`config.mk`:
```
export PLATFORM = sky130hd
export DESIGN_NAME = filt_chain
export DESIGN_NICKNAME = d
export VERILOG_FILES = /design/src/rtl/filt_chain_pkg.sv /design/src/rtl/cic_decim.sv /design/src/rtl/filt_chain.sv
export SDC_FILE = /design/constraint.sdc
export NUM_CORES = 1
export LEC_CHECK = 0
export CORE_UTILIZATION = 55
export CTS_BUF_LIST = sky130_fd_sc_hd__clkbuf_2
export CTS_CLUSTER_DIAMETER = 80
export DETAILED_ROUTE_END_ITERATION = 7
export GPL_ROUTABILITY_DRIVEN = 0
export GPL_TIMING_DRIVEN = 0
export PLACE_DENSITY = 0.73
export SLEW_MARGIN = 20
export SYNTH_ARGS = -nofsm -noshare
export SYNTH_HDL_FRONTEND = slang
export SYNTH_SLANG_ARGS = --single-unit
```
`constraint.sdc`:
```
create_clock -name clk -period 15.95 [get_ports clk]
set_input_delay 4.785 -clock clk [delete_from_list [all_inputs] [get_ports clk]]
set_output_delay 4.785 -clock clk [all_outputs]
set_load 0.05 [all_outputs]
```
`src/rtl/filt_chain_pkg.sv`:
```
// filt_chain_pkg: width helpers and saturation shared by the CIC+FIR chain.
package filt_chain_pkg;
  function automatic int cic_width(input int data_w, input int order, input int max_dec_log2);
    return data_w + order * max_dec_log2;
  endfunction
  function automatic int acc_width(input int data_w, input int coef_w, input int ntaps);
    return data_w + coef_w + $clog2(ntaps) + 1;
  endfunction
  // Clamp a sign-extended value into the signed range of a w-bit word.
  function automatic logic signed [63:0] saturate(input logic signed [63:0] x, input int w);
    logic signed [63:0] hi, lo;
    hi = (64'sd1 <<< (w - 1)) - 64'sd1;
    lo = -hi - 64'sd1;
    return x > hi ? hi : (x < lo ? lo : x);
  endfunction
endpackage

```
`src/rtl/cic_decim.sv`:
```
// cic_decim: order-N CIC decimator, power-of-two ratio, unity-gain scaling and bypass.
module cic_decim
  import filt_chain_pkg::*;
#(
  parameter int DATA_W       = 8,
  parameter int CIC_ORDER    = 2,
  parameter int MAX_DEC_LOG2 = 3
) (
  input  logic                                 clk,
  input  logic                                 reset_n,
  input  logic                                 clr_i,
  input  logic                                 valid_i,
  input  logic                                 cic_en_i,
  input  logic [$clog2(MAX_DEC_LOG2+1)-1:0]    dec_log2_i,
  input  logic signed [DATA_W-1:0]             data_i,
  output logic signed [DATA_W-1:0]             data_o,
  output logic                                 valid_o
);
  localparam int CW  = cic_width(DATA_W, CIC_ORDER, MAX_DEC_LOG2);
  localparam int DLW = $clog2(MAX_DEC_LOG2 + 1);
  logic signed [CW-1:0] integ_q [CIC_ORDER];
  logic signed [CW-1:0] integ_d [CIC_ORDER];
  logic signed [CW-1:0] dly_q [CIC_ORDER];
  logic signed [CW-1:0] dly_d [CIC_ORDER];
  logic signed [CW-1:0] comb [CIC_ORDER+1];
  logic signed [CW-1:0] scaled;
  logic [MAX_DEC_LOG2-1:0] cnt_q, cnt_d, lim;
  logic [DLW-1:0] dl;
  logic signed [DATA_W-1:0] out_q, out_d;
  logic valid_q, valid_d, acc_en, fire;

  // Integrators cascade combinationally so the comb sees the frame's last sample.
  always_comb begin
    dl = dec_log2_i > DLW'(MAX_DEC_LOG2) ? DLW'(MAX_DEC_LOG2) : dec_log2_i;
    lim = ~({MAX_DEC_LOG2{1'b1}} << dl);
    acc_en = cic_en_i && valid_i;
    fire = acc_en && cnt_q >= lim;
    cnt_d = acc_en ? (fire ? '0 : cnt_q + 1'b1) : cnt_q;
    integ_d[0] = integ_q[0] + CW'(data_i);
    for (int k = 1; k < CIC_ORDER; k++) integ_d[k] = integ_q[k] + integ_d[k-1];
    comb[0] = integ_d[CIC_ORDER-1];
    for (int k = 0; k < CIC_ORDER; k++) begin
      comb[k+1] = comb[k] - dly_q[k];
      dly_d[k] = fire ? comb[k] : dly_q[k];
    end
    scaled = comb[CIC_ORDER] >>> (CIC_ORDER * int'(dl));
    valid_d = cic_en_i ? fire : valid_i;
    out_d = !cic_en_i ? (valid_i ? data_i : out_q) : (fire ? DATA_W'(scaled) : out_q);
  end

  always_ff @(posedge clk or negedge reset_n)
    if (!reset_n) begin
      integ_q <= '{default: '0};
      dly_q   <= '{default: '0};
      cnt_q   <= '0;
      out_q   <= '0;
      valid_q <= 1'b0;
    end else if (clr_i) begin
      integ_q <= '{default: '0};
      dly_q   <= '{default: '0};
      cnt_q   <= '0;
      out_q   <= '0;
      valid_q <= 1'b0;
    end else begin
      if (acc_en) integ_q <= integ_d;
      dly_q   <= dly_d;
      cnt_q   <= cnt_d;
      out_q   <= out_d;
      valid_q <= valid_d;
    end

  assign data_o  = out_q;
  assign valid_o = valid_q;
endmodule

```
`src/rtl/filt_chain.sv`:
```
// filt_chain: CIC decimator followed by a shift-scaled, saturating NTAPS FIR.
module filt_chain
  import filt_chain_pkg::*;
#(
  parameter int DATA_W       = 8,
  parameter int COEF_W       = 8,
  parameter int NTAPS        = 3,
  parameter int CIC_ORDER    = 2,
  parameter int MAX_DEC_LOG2 = 3
) (
  input  logic                                 clk,
  input  logic                                 reset_n,
  input  logic                                 data_ready,
  input  logic signed [DATA_W-1:0]             data_in,
  input  logic                                 cic_en,
  input  logic                                 fir_en,
  input  logic                                 clr,
  input  logic [$clog2(MAX_DEC_LOG2+1)-1:0]    dec_log2,
  input  logic [NTAPS*COEF_W-1:0]              coefs,
  input  logic [3:0]                           shift,
  output logic signed [DATA_W-1:0]             data_filtered,
  output logic                                 filtered_ready,
  output logic                                 sat_flag
);
  localparam int AW = acc_width(DATA_W, COEF_W, NTAPS);
  logic signed [DATA_W-1:0] cic_out, y_q, y_d;
  logic signed [DATA_W-1:0] x_q [NTAPS];
  logic signed [DATA_W-1:0] x_d [NTAPS];
  logic signed [AW-1:0] acc, sh;
  logic signed [63:0] sat_v;
  logic cic_valid, rdy_q, sat_q, sat_d, clip;

  cic_decim #(
    .DATA_W(DATA_W), .CIC_ORDER(CIC_ORDER), .MAX_DEC_LOG2(MAX_DEC_LOG2)
  ) u_cic (
    .clk(clk), .reset_n(reset_n), .clr_i(clr), .valid_i(data_ready), .cic_en_i(cic_en),
    .dec_log2_i(dec_log2), .data_i(data_in), .data_o(cic_out), .valid_o(cic_valid)
  );

  // Sum over the line as it will be after this strobe's shift, so output lands next edge.
  always_comb begin
    x_d[0] = cic_out;
    for (int k = 1; k < NTAPS; k++) x_d[k] = x_q[k-1];
    acc = '0;
    for (int k = 0; k < NTAPS; k++)
      acc += AW'($signed(coefs[k*COEF_W +: COEF_W])) * AW'(x_d[k]);
    sh = acc >>> shift;
    sat_v = saturate(64'(sh), DATA_W);
    clip = sat_v != 64'(sh);
    y_d = !cic_valid ? y_q : (fir_en ? DATA_W'(sat_v) : cic_out);
    sat_d = sat_q | (cic_valid & fir_en & clip);
  end

  always_ff @(posedge clk or negedge reset_n)
    if (!reset_n) begin
      x_q   <= '{default: '0};
      y_q   <= '0;
      rdy_q <= 1'b0;
      sat_q <= 1'b0;
    end else if (clr) begin
      x_q   <= '{default: '0};
      y_q   <= '0;
      rdy_q <= 1'b0;
      sat_q <= 1'b0;
    end else begin
      if (cic_valid) x_q <= x_d;
      y_q   <= y_d;
      rdy_q <= cic_valid;
      sat_q <= sat_d;
    end

  assign data_filtered  = y_q;
  assign filtered_ready = rdy_q;
  assign sat_flag       = sat_q;
endmodule

```
==> metrics.log <==
[metrics] P_int: 1.28 mW
[metrics] result of the run: complete, no violations
[metrics] sink count of the clock tree: 94
[metrics] setup violators final: 0
[metrics] largest net degree at the start of global routing: 78
[metrics] Warnings, synthesis: 0
[metrics] post-synth design cell area: 0.0158 sq mm
[metrics] height of the die: 171 um
[metrics] switching power: 1.41 mW
[metrics] DR DRC count: 0
[metrics] pwr dens: 159 mW/mm^2
[metrics] drt initial violations: 607
[metrics] CTS clock-pin slew for the worst setup and hold paths: 240 ps
[metrics] Synth area leader: fa_1
[metrics] most numerous cell in the Yosys netlist: inv_1
[metrics] Rows: 61
[metrics] first-pass GRT wire length: 61.8 mm
[metrics] most common flop cell mapped by yosys: dfrtp_1
[metrics] net count of the finished layout: 2130
[metrics] power share of the clock group: 4.4%
[metrics] source-to-sink clock delay at the later pin of the worst-skew pair: 610 ps
[metrics] delay-heaviest family, CP: adder cells
[metrics] Worst setup SP type: primary input
[metrics] worst hold path class: reg2reg
[metrics] count of antenna-violating nets left after detailed routing: 0
[metrics] Hold-fix buffers, CTS: 0
[metrics] Final Cycle Share: 79.6%
[metrics] Total Routed Length: 37.7 mm
[metrics] leading cell types by total area after synthesis: fa_1 (30%), dfrtp_1 (15%), ha_1 (10%), inv_1 (6.6%), and2_1 (4.4%)
[metrics] CTS root buf: clkbuf_2
[metrics] overall power consumption: 2.69 mW
[metrics] Slew @ Worst Pin: 1090 ps
[metrics] drt first pass iters: 5
[metrics] Hold WS: 521 ps
[metrics] worst hold path startpoint: u_cic.dly_q[14]
[metrics] number of global-route vias before repair: 12423
[metrics] die width: 171 um
[metrics] source of the critical timing path: coefs[15]
[metrics] combinational share of power: 85.1%
[metrics] critical path fanouts, max: 8
[metrics] Gate Count Post-Synth: 1655
[metrics] type of the worst setup path: in2reg
[metrics] final routed wire length divided by cell count: 17.9 um
[metrics] most instantiated cells after synthesis: inv_1 (279), fa_1 (238), ha_1 (129)
[metrics] synthesized net count: 2066
[metrics] Via density: 5.70
[metrics] number of resized instances in the post-cts repair step: 0
[metrics] origin of the critical flop-to-flop path: x_d[2]
[metrics] final hold viol count: 0
[metrics] post-synthesis async set-or-reset flop share: 100%
[metrics] area enclosed by the die boundary: 0.0293 sq mm
[metrics] max-slew violation count: 0
[metrics] critical path's most frequent cell: fa_1
[metrics] CORE AREA: 0.0280 sq mm
[metrics] Relative slew margins: 25.4%
[metrics] critical-path cell with the highest stage delay: clkdlybuf4s50_1
[metrics] half-perimeter wire length after placement: 31.1 mm
[metrics] layout-stage area growth over the synthesis result: 7.11%
[metrics] share of total power consumed by net switching: 52.5%
[metrics] max-capacitance violation count: 0
[metrics] setup repair after global routing missed its margin: false
[metrics] synthesized area divided by synthesized cell count: 9.52 sq um
[metrics] buffers and inverters on the worst path: 4
[metrics] PortBufs: 52
[metrics] crit path cell chain: clkdlybuf4s50_1 -> and2_1 -> fa_1 -> inv_1 -> fa_1 -> fa_1 -> fa_1 -> fa_1 -> fa_1 -> fa_1 -> inv_1 -> ha_1 -> nor3_1 -> nor2_1 -> and3b_1 -> buf_6 -> o31a_1 -> or4b_4 -> o211a_2 -> mux4_2 -> nor4_4 -> nand4_2 -> o2111ai_1 -> o211ai_1
[metrics] required time at the endpoint of the critical path: 16420 ps
[metrics] H-Tree Depth: 3
[metrics] Seq/Total Area, Yosys: 14.9%
[metrics] worst IR drop on VDD: 0.0895 mV
[metrics] clock tree from TritonCTS: done
[metrics] sum of negative setup slack: 0 ps
[metrics] via count: 11968
[metrics] crit-path max cell delay: 610 ps
[metrics] reported leakage power: 7.40 nW
[metrics] final worst path period need: 12690 ps
[metrics] Synth cell types: 90
[metrics] GRT Resource Usage Total: 27.0%
[metrics] share of post-route cells with drive strength above 1: 4.18%
[metrics] initial core utilization: 56.3%
[metrics] sequential share of power: 10.6%
[metrics] antenna violations before repair: 2
[metrics] number of buffers on the longest clock path: 2
[metrics] critical path arrival: 13170 ps
[metrics] area share of the leading cell type in the synthesized netlist: 30.2%
[metrics] number of buffers created by CTS: 9
[metrics] I/O pin cnt: 54
[metrics] Seq cells post-synth: 94
[metrics] number of synthesized flops with an enable pin: 0
[metrics] worst setup skew after layout: 35.4 ps
[metrics] CP Capture Type: flip-flop
[metrics] maximum frequency from static timing analysis: 0.0788 GHz
[metrics] global-route congestion overflow total: 0
[metrics] post-CTS setup repair buffer count: 0
==> state kept, by name (all words and copies together), names as in the netlist <==
register	count
sat_flag	1
u_cic.integ_q	28
u_cic.data_o	8
u_cic.valid_o	1
u_cic.cnt_q	3
data_filtered	8
u_cic.dly_q	28
x_d	16
filtered_ready	1
==> power by group through the flow <==
stage	clock network (mW)	logic [mW]	registers, mW
after global routing	0.127	2.53	0.288
after detailed placement	0	2.26	0.289
after CTS	0.121	2.27	0.284
final	0.118	2.29	0.285
after floorplan	0	1.73	0.305
after global placement	0	2.22	0.288
==> layout by cell type (no fill, tap or decap), drive strengths merged, types with 8 or more instances in the layout <==
cell type,count
o21ai,44
a21oi,63
xor2,15
nor2,92
clkdlybuf4s50,51
mux4,11
and2,114
o21a,14
xnor2,51
buf,16
nor2b,29
nand2b,8
dfrtp,94
nand3,11
a22o,53
a21o,19
fa,238
o211ai,14
nor3,25
o21bai,11
mux2i,25
nand2,114
inv,280
clkbuf,57
a211oi,24
ha,129
==> final cells by class <==
cell class,count,area [sq um]
plain buffers,62,352
well taps,378,473
clock buffers,9,45.0
repair buffers,53,549
multi-input cells,1217,12000
clock inverters,4,48.8
diodes,2,5.00
flip-flops and latches,94,2350
inverters,282,1060
fillers,2402,11100
==> stage by stage <==
step / worst slack, ps / std cells / util [%] / instance area [sq um]
after CTS: 3330 / 2099 / 60.3 / 16900
after global routing: 2940 / 2100 / 60.3 / 16900
after global placement: 2790 / 2085 / 59.8 / 16800
final: 3260 / 2101 / 60.3 / 16900
after detailed placement: 2700 / 2086 / 59.9 / 16800
after floorplan: 4020 / 1655 / - / 15800
==> path summary, 6_finish.rpt <==
check | endpoint | slack (ps) | cells after the start
min reg2reg | u_cic.dly_q[14] | 520 | 2
max | data_filtered[1] | 3260 | 24
min | u_cic.dly_q[14] | 520 | 2
max reg2reg | data_filtered[1] | 7280 | 24
min in group asynchronous | u_cic.integ_q[25] | 3970 | 1
max in group asynchronous | u_cic.data_o[2] | 11300 | 2
==> cell families after synthesis <==
group	synth area share (%)
AOI/OAI and AO/OA	14.0
adders and majority gates	40.5
buffers and inverters	8.95
and+or+nand+nor	14.1
muxes	3.68
xor gates and xnor gates	3.96
DFF	14.9
==> per-layer routing <==
| metal | wire length [um] | track usage [%] |
|---|---|---|
| met1 | 15300 | 33.4 |
| met2 | 19800 | 49.2 |
| met3 | 1750 | 3.31 |
| met4 | 864 | 7.88 |
| met5 | 11 | 0 |
==> worst min-delay path, cell delays in order (launching register included) <==
cell	delay, ps
dfrtp_1	410
nand2_1	50
o21ai_0	60
No activity file was read; power rests on OpenSTA's default activity.
